--- config.mk ---
export PLATFORM = sky130hd
export DESIGN_NAME = dff_bank_arbiter
export DESIGN_NICKNAME = d
export VERILOG_FILES = /design/src/rtl/dff_arb_pkg.sv /design/src/rtl/rr_select.sv /design/src/rtl/dff_bank_arbiter.sv
export SDC_FILE = /design/constraint.sdc
export NUM_CORES = 1
export LEC_CHECK = 0
export CORE_MARGIN = 2
export CORE_UTILIZATION = 43
export DETAILED_ROUTE_END_ITERATION = 12
export HOLD_SLACK_MARGIN = 0.15
export PLACE_DENSITY = 0.8
export SYNTH_ARGS = -nofsm -noshare
export SYNTH_HDL_FRONTEND = slang
export SYNTH_SLANG_ARGS = --single-unit
--- constraint.sdc ---
create_clock -name clk -period 2.5 [get_ports clk]
set_input_delay 0.375 -clock clk [delete_from_list [all_inputs] [get_ports clk]]
set_output_delay 0.375 -clock clk [all_outputs]
set_load 0.1 [all_outputs]
--- src/rtl/dff_arb_pkg.sv ---
// Shared constants and FSM state type for the round-robin D-register arbiter.
// The LOCK state exists only when DFF_ARB_LOCK_EN is defined.
package dff_arb_pkg;

  localparam int NREQ_DEF  = 4;
  localparam int WIDTH_DEF = 8;

  typedef enum logic [1:0] {
    IDLE  = 2'd0,
    GRANT = 2'd1
`ifdef DFF_ARB_LOCK_EN
    , LOCK = 2'd2
`endif
  } arb_state_t;

endpackage

--- src/rtl/rr_select.sv ---
// Round-robin picker: first set req bit at or above ptr, wrapping NREQ-1 -> 0.
// Purely combinational, no latency; no backpressure (pure function of its inputs).
module rr_select #(
  parameter int NREQ = 4,
  parameter int PW   = 2
) (
  input  logic [NREQ-1:0] req,
  input  logic [PW-1:0]   ptr,
  output logic [NREQ-1:0] pick,
  output logic            vld
);

  always_comb begin
    pick = '0;
    vld  = 1'b0;
    for (int i = 0; i < NREQ; i++) begin
      if (!vld && req[(int'(ptr) + i) % NREQ]) begin
        pick[(int'(ptr) + i) % NREQ] = 1'b1;
        vld = 1'b1;
      end
    end
  end

endmodule

--- src/rtl/dff_bank_arbiter.sv ---
// Round-robin arbiter for one shared D register; DFF_ARB_LOCK_EN adds lock/LOCK.
// Latency req->ack 2 cycles, one write per 2 cycles; requesters hold req until ack.
module dff_bank_arbiter
  import dff_arb_pkg::*;
#(
  parameter int NREQ  = NREQ_DEF,
  parameter int WIDTH = WIDTH_DEF
) (
  input  logic                  clk,
  input  logic                  rst_n,
  input  logic [NREQ-1:0]       req,
  input  logic [NREQ*WIDTH-1:0] d,
`ifdef DFF_ARB_LOCK_EN
  input  logic                  lock,
`endif
  output logic [NREQ-1:0]       gnt,
  output logic [NREQ-1:0]       ack,
  output logic [WIDTH-1:0]      q,
  output logic                  busy
);

  localparam int PW = $clog2(NREQ);

  arb_state_t       state, state_nxt;
  logic [NREQ-1:0]  gnt_nxt, ack_nxt, pick;
  logic             pick_vld, req_sel;
  logic [WIDTH-1:0] q_nxt, d_sel;
  logic [PW-1:0]    ptr, ptr_nxt, sel, sel_adv;

  rr_select #(.NREQ(NREQ), .PW(PW)) u_rr_select (
    .req  (req),
    .ptr  (ptr),
    .pick (pick),
    .vld  (pick_vld)
  );

  // The registered one-hot grant is the only record of the selected requester.
  always_comb begin
    sel = '0;
    for (int i = 0; i < NREQ; i++) begin
      if (gnt[i]) sel = PW'(i);
    end
  end

  assign d_sel   = d[int'(sel)*WIDTH +: WIDTH];
  assign req_sel = |(req & gnt);
  assign sel_adv = (sel == PW'(NREQ - 1)) ? '0 : sel + 1'b1;
  assign busy    = (state != IDLE);

  always_comb begin
    state_nxt = state;
    gnt_nxt   = gnt;
    ack_nxt   = '0;
    q_nxt     = q;
    ptr_nxt   = ptr;
    case (state)
      IDLE: begin
        gnt_nxt = pick_vld ? pick : '0;
        if (pick_vld) state_nxt = GRANT;
      end
      GRANT: begin
        gnt_nxt   = '0;
        state_nxt = IDLE;
        if (req_sel) begin
          q_nxt   = d_sel;
          ack_nxt = gnt;
          ptr_nxt = sel_adv;
`ifdef DFF_ARB_LOCK_EN
          // Retained grant: pointer advances only when the lock is released.
          if (lock) begin
            gnt_nxt   = gnt;
            state_nxt = LOCK;
            ptr_nxt   = ptr;
          end
`endif
        end
      end
`ifdef DFF_ARB_LOCK_EN
      LOCK: begin
        if (req_sel) begin
          q_nxt   = d_sel;
          ack_nxt = gnt;
        end
        if (!(req_sel && lock)) begin
          gnt_nxt   = '0;
          state_nxt = IDLE;
          ptr_nxt   = sel_adv;
        end
      end
`endif
      default: begin
        gnt_nxt   = '0;
        state_nxt = IDLE;
      end
    endcase
  end

  always_ff @(posedge clk or negedge rst_n) begin
    if (!rst_n) begin
      state <= IDLE;
      gnt   <= '0;
      ack   <= '0;
      q     <= '0;
      ptr   <= '0;
    end else begin
      state <= state_nxt;
      gnt   <= gnt_nxt;
      ack   <= ack_nxt;
      q     <= q_nxt;
      ptr   <= ptr_nxt;
    end
  end

endmodule
# --- Word level (Yosys, flattened, before mapping) ---
# Index checks and enable logic that the tools add are counted.
op_classes:
  shifts: 1
  reduce_logical: 17
  n_addsub: 4
  bitwise: 7
  magnitude_cmp: 8
  eq_ne: 3
  n_mux: 37
ops:
  columns: ["operator", "n"]
  rows:
  - ["$mux W4", 8]
  - ["$shiftx A32 B6 Y8", 1]
  - ["$mux W1", 16]
  - ["$lt A3 B4 Y1 const B", 3]
  - ["$or A4 B4 Y4", 3]
  - ["$mux W2", 5]
  - ["$ge A3 B1 Y1 const B", 3]
  - ["$bmux W1 S2", 4]
  - ["$demux W1 S2", 4]
  - ["$logic_and A1 B1 Y1", 7]
  - ["$reduce_or A2 Y1", 3]
  - ["$add A2 B1 Y2 const B", 2]
  - ["$add A2 B2 Y2 const B", 2]
  - ["$and A4 B4 Y4", 1]
  - ["$reduce_or A4 Y1", 1]
  - ["$and A1 B1 Y1 const A", 3]
  - ["$logic_not A1 Y1", 3]
  - ["$lt A2 B3 Y1 const B", 1]
  - ["$eq A2 B1 Y1 const B", 1]
  - ["$eq A2 B2 Y1 const B", 1]
  - ["$ge A2 B1 Y1 const B", 1]
  - ["$logic_not A2 Y1", 1]
  - ["$ne A2 B2 Y1 const B", 1]
  - ["$reduce_and A2 Y1", 1]
  - ["$reduce_bool A2 Y1", 1]
totals:
  word_cells: 82
  out_inout_bits: 17
  register_bits: 20
  in_bits: 38

# --- Longest topological paths before layout ---
logic_depth:
  word_depth: 16
  depth_mapped: 7
  ltp_nobuf: 6

# --- By module ---
# Synthesis repeated with hierarchy kept, for this count alone.
unflattened:
  cells_unflattened: 149
  area_unflattened_um2: 1481.4
modules_own_cells:
  columns: ["mod", "seq_area_each_um2", "cells_each", "instances", "area_per_inst_um2"]
  rows:
  - ["dff_bank_arbiter", 475.5, 87, 1, 987.2]
  - ["rr_select", 0.0, 62, 1, 494.2]

# --- Worst setup path before layout ---
# Ideal clock, no wire load.
synth_path:
  path_type: "reg-to-reg"
  start: "reg ptr[0]"
  end: "reg gnt[0]"
  t_arrival_ns: 2.076
  path_slack_ns: 0.283
  path_stages_with_launch: 8
  path_cell_list: "dfrtp_1 > buf_6 > inv_1 > ha_1 > mux2_2 > and3_1 > a2111oi_0 > o22ai_1"
synth_via:
  elab_chain_cells: 15
  word_cells_on_any_way: 59
synth_lines:
  columns: ["element", "line", "text"]
  rows:
  - ["start, declared", "dff_bank_arbiter.sv:28", "logic [PW-1:0] ptr, ptr_nxt, sel, sel_adv;"]
  - ["start signal, assigned", "dff_bank_arbiter.sv:110", "ptr <= ptr_nxt;"]
  - ["$add A2 B1 Y2", "rr_select.sv:17, rr_select.sv:18", null]
  - ["$reduce_or A2 Y1 (no line)", null, null]
  - ["$and A1 B1 Y1 (no line)", null, null]
  - ["$lt A3 B4 Y1 (not written as such) or $ge A3 B1 Y1 (tied branches)", "rr_select.sv:18", "pick[(int'(ptr) + i) % NREQ] = 1'b1;"]
  - ["$logic_and A1 B1 Y1 (not written as such)", "rr_select.sv:18", null]
  - ["$mux W1 (not written as such)", "rr_select.sv:18", null]
  - ["$demux W1 S2", null, null]
  - ["$or A4 B4 Y4 (no line)", null, null]
  - ["$mux W4", "rr_select.sv:17", "if (!vld && req[(int'(ptr) + i) % NREQ]) begin"]
  - ["$or A4 B4 Y4 (no line)", null, null]
  - ["$mux W4", "rr_select.sv:17", null]
  - ["$or A4 B4 Y4 (no line)", null, null]
  - ["$mux W4", "rr_select.sv:17", null]
  - ["$mux W4 (*)", "dff_bank_arbiter.sv:58", "gnt_nxt = pick_vld ? pick : '0;"]
  - ["$mux W4 (*)", "dff_bank_arbiter.sv:56", "case (state)"]
  - ["named net gnt_nxt[0]", "dff_bank_arbiter.sv:25", "logic [NREQ-1:0] gnt_nxt, ack_nxt, pick;"]
  - ["end signal, assigned", "dff_bank_arbiter.sv:107", "gnt <= gnt_nxt;"]
  - ["end, declared", "dff_bank_arbiter.sv:16", "output logic [NREQ-1:0] gnt,"]
# Mark *: on every way through the listed nets, which the timed path passes. The rest lies on a longest branch. The select of a mux whose other input is x is not followed.
# A chain may end at the register's enable or synchronous reset.

# --- Worst setup path after layout ---
# Ends and elaborated chain as after synthesis.

==> results.cfg <==
[yosys]
synth_top_cell_area_share = 0.3455
synth_seq_area_share = 0.3455
yosysUniqueCellTypes = 28
ys_seq_elements = 19
synth_nets = 198
avgSynthCellArea_um2 = 8.996
synth_area_um2 = 1376
synth_top_area_cell = dfrtp_1
ys.warnings.count = 0
postSynthCellCount = 153
synth_top_cells_by_area = dfrtp_1 (35%), mux2i_1 (13%), o21ai_0 (7.6%), nand2_1 (7.1%), ha_1 (6.4%)

[clock_tree]
cts_tree = yes
postCtsSetupBuffers = 0
cts_hold_buf = 0
cts.clk_slew.worst_paths_ns = 0.11
cts_root_buffer = clkbuf_4
cts_resized = 0
clock_path_buffers = 2
cts.sinks = 19
clock_latency_ns = 0.30
numCtsBuffers = 3
htreeDepth = 1

[status]
outcome = finished clean

[critical_path]
r2r_slack_ns = 0.23
path_max_fanout = 8
crit_arrival_ns = 2.44
critPathLaunchType = register
cp.required_ns = 2.68
crit_type = reg -> reg
end_kind = register

[sta]
final.setup_skew_ns = 0.004548
max-slew-margin-rel = 0.4190
rsz0062_at_grt = false
drv_slew = 0
finalSetupViolCount = 0
final_hold_viol_count = 0
period_needed_ns = 2.265
period_share = 0.9061
fin_setup_tns_ns = 0
fmax_ghz = 0.4414
worstMarginPinSlew_ns = 0.8688

[floorplanning]
core_um2 = 3053
die_x_um = 60.58
rows = 20
io_pins = 55
die_area_um2 = 3669
start_util = 0.4508
die_h_um = 60.58

[grt]
grt_pass1_vias = 1194
grt_pass1_wl_mm = 5.547
grt_max_degree = 25
grt_overflow = 0
grt_use_total = 0.2011
antenna_found_initial = 0

[detailed_routing]
ant_nets = 0
firstDrtPassIters = 5
drt_wl_total_mm = 3.573
routed_via_density = 5.282
vias = 1331
drc = 0
drtIter0Drc = 56
wire_per_inst_um = 14.18

[power_and_ir_drop]
cellPowerDensity_nw_per_um2 = 1375
ir_drop_uv = 620.5
total_power_mw = 2.680
p_leak_nw = 0.8867

[final_layout]
syn2layout_area_growth_pct = 41.64
n_fill_cell = 263
diodes = 0
drive_gt1_frac = 0.1635
nNetsFinal = 254

[place]
gp_congestion = 1.147
dpl.hpwl_mm = 2.777
numPortBuffers = 54

[worst_hold_path]
hold_path_class = reg -> reg

[flow_run]
maxCapViolCount = 0
## synthesized netlist by cell type (all sizes together)
library cell / instances
and4: 1
nand2: 26
nand2b: 4
nand3b: 1
a2111oi: 5
nor3: 2
nand3: 1
clkbuf: 3
a21oi: 1
o21ai: 23
nor4: 1
a22o: 2
inv: 7
o22ai: 8
buf: 4
mux2i: 20
o31ai: 1
nor2: 5
mux2: 3
dfrtp: 19
and3: 8
or3b: 1
ha: 7
## stage by stage
| step | instances | instance area [um2] | hold slack (ns) | setup slack [ns] | util |
|---|---|---|---|---|---|
| global placement | 248 | 1922 | 0.4688 | 0.3629 | 0.6295 |
| floorplan | 153 | 1376 | 0.07941 | 0.2831 | - |
| CTS | 252 | 1949 | 0.4991 | 0.2544 | 0.6385 |
| detailed placement | 248 | 1922 | 0.4734 | 0.1769 | 0.6295 |
| finish | 252 | 1949 | 0.4965 | 0.2346 | 0.6385 |
| global route | 252 | 1949 | 0.5307 | 0.1751 | 0.6385 |
## per-layer routing
metal / GRT usage / part of all wire
met5: 0 / 0
met4: 0.04037 / 0
met3: 0.04691 / 0.043
met2: 0.3472 / 0.53
met1: 0.2583 / 0.43
## placed cells by master (no fill, tap or decap), types with 2 or more instances in the layout
cell              n
o21ai_1           2
nor3_1            2
mux2i_1          18
inv_1             7
buf_4            21
o22ai_1           8
mux2_2            3
clkbuf_4          3
a22o_1            2
dfrtp_1          19
o21ai_0          21
and3_1            8
nand2b_1          4
a2111oi_0         2
a2111oi_2         3
clkdlybuf4s50_1  37
ha_1              7
nand2_1          26
nor2_1            5
## cells by family (layout without fill, tap and decap cells)
logic type / after synthesis / count (layout) / synth area share
flops: 19 / 19 / 0.3455
simple gates: 50 / 50 / 0.1727
mux: 23 / 23 / 0.1818
buf+inv: 14 / 69 / 0.04636
fa+ha+maj: 7 / 7 / 0.06363
compound gates: 40 / 40 / 0.1900
## area by class of cell
class | count | area [um2] | share of cell area
Clock buffer | 3 | 22.52 | 0.01155
Clock inverter | 1 | 5.005 | 0.002567
Inverter | 7 | 26.28 | 0.01348
Multi-Input combinational cell | 120 | 837.1 | 0.4294
Sequential cell | 19 | 475.5 | 0.2439
Tap cell | 44 | 55.05 | 0.02824
Timing Repair Buffer | 58 | 528.0 | 0.2709
## sequential cells by signal, indices dropped and copies added (netlist names)
| name | cells |
|---|---|
| q | 8 |
| ack | 4 |
| gnt | 4 |
| ptr | 2 |
| state | 1 |
## power by group
part	internal, mW	leakage (nW)	switching (mW)
combinational	0.596	0.624	1.38
clock	0.0598	0.0177	0.100
sequential	0.428	0.245	0.114
## worst paths after layout
check | start | endpoint | depth (start not counted)
min | q[5]$_DFFE_PN0P_ | q[5]$_DFFE_PN0P_ | 2
max in group asynchronous | rst_n | q[1]$_DFFE_PN0P_ | 1
max | ptr[0]$_DFFE_PN0P_ | gnt[0]$_DFF_PN0_ | 6
max reg2reg | ptr[0]$_DFFE_PN0P_ | gnt[0]$_DFF_PN0_ | 6
min reg2reg | q[5]$_DFFE_PN0P_ | q[5]$_DFFE_PN0P_ | 2
min in group asynchronous | rst_n | gnt[1]$_DFF_PN0_ | 1
## worst max-delay path: stages (launching register included)
cell	delay, ns
dfrtp_1	0.36
inv_1	0.13
ha_1	0.42
mux2_2	0.40
and3_1	0.18
a2111oi_0	0.47
o22ai_1	0.17
(Power assumes the default switching activity.)
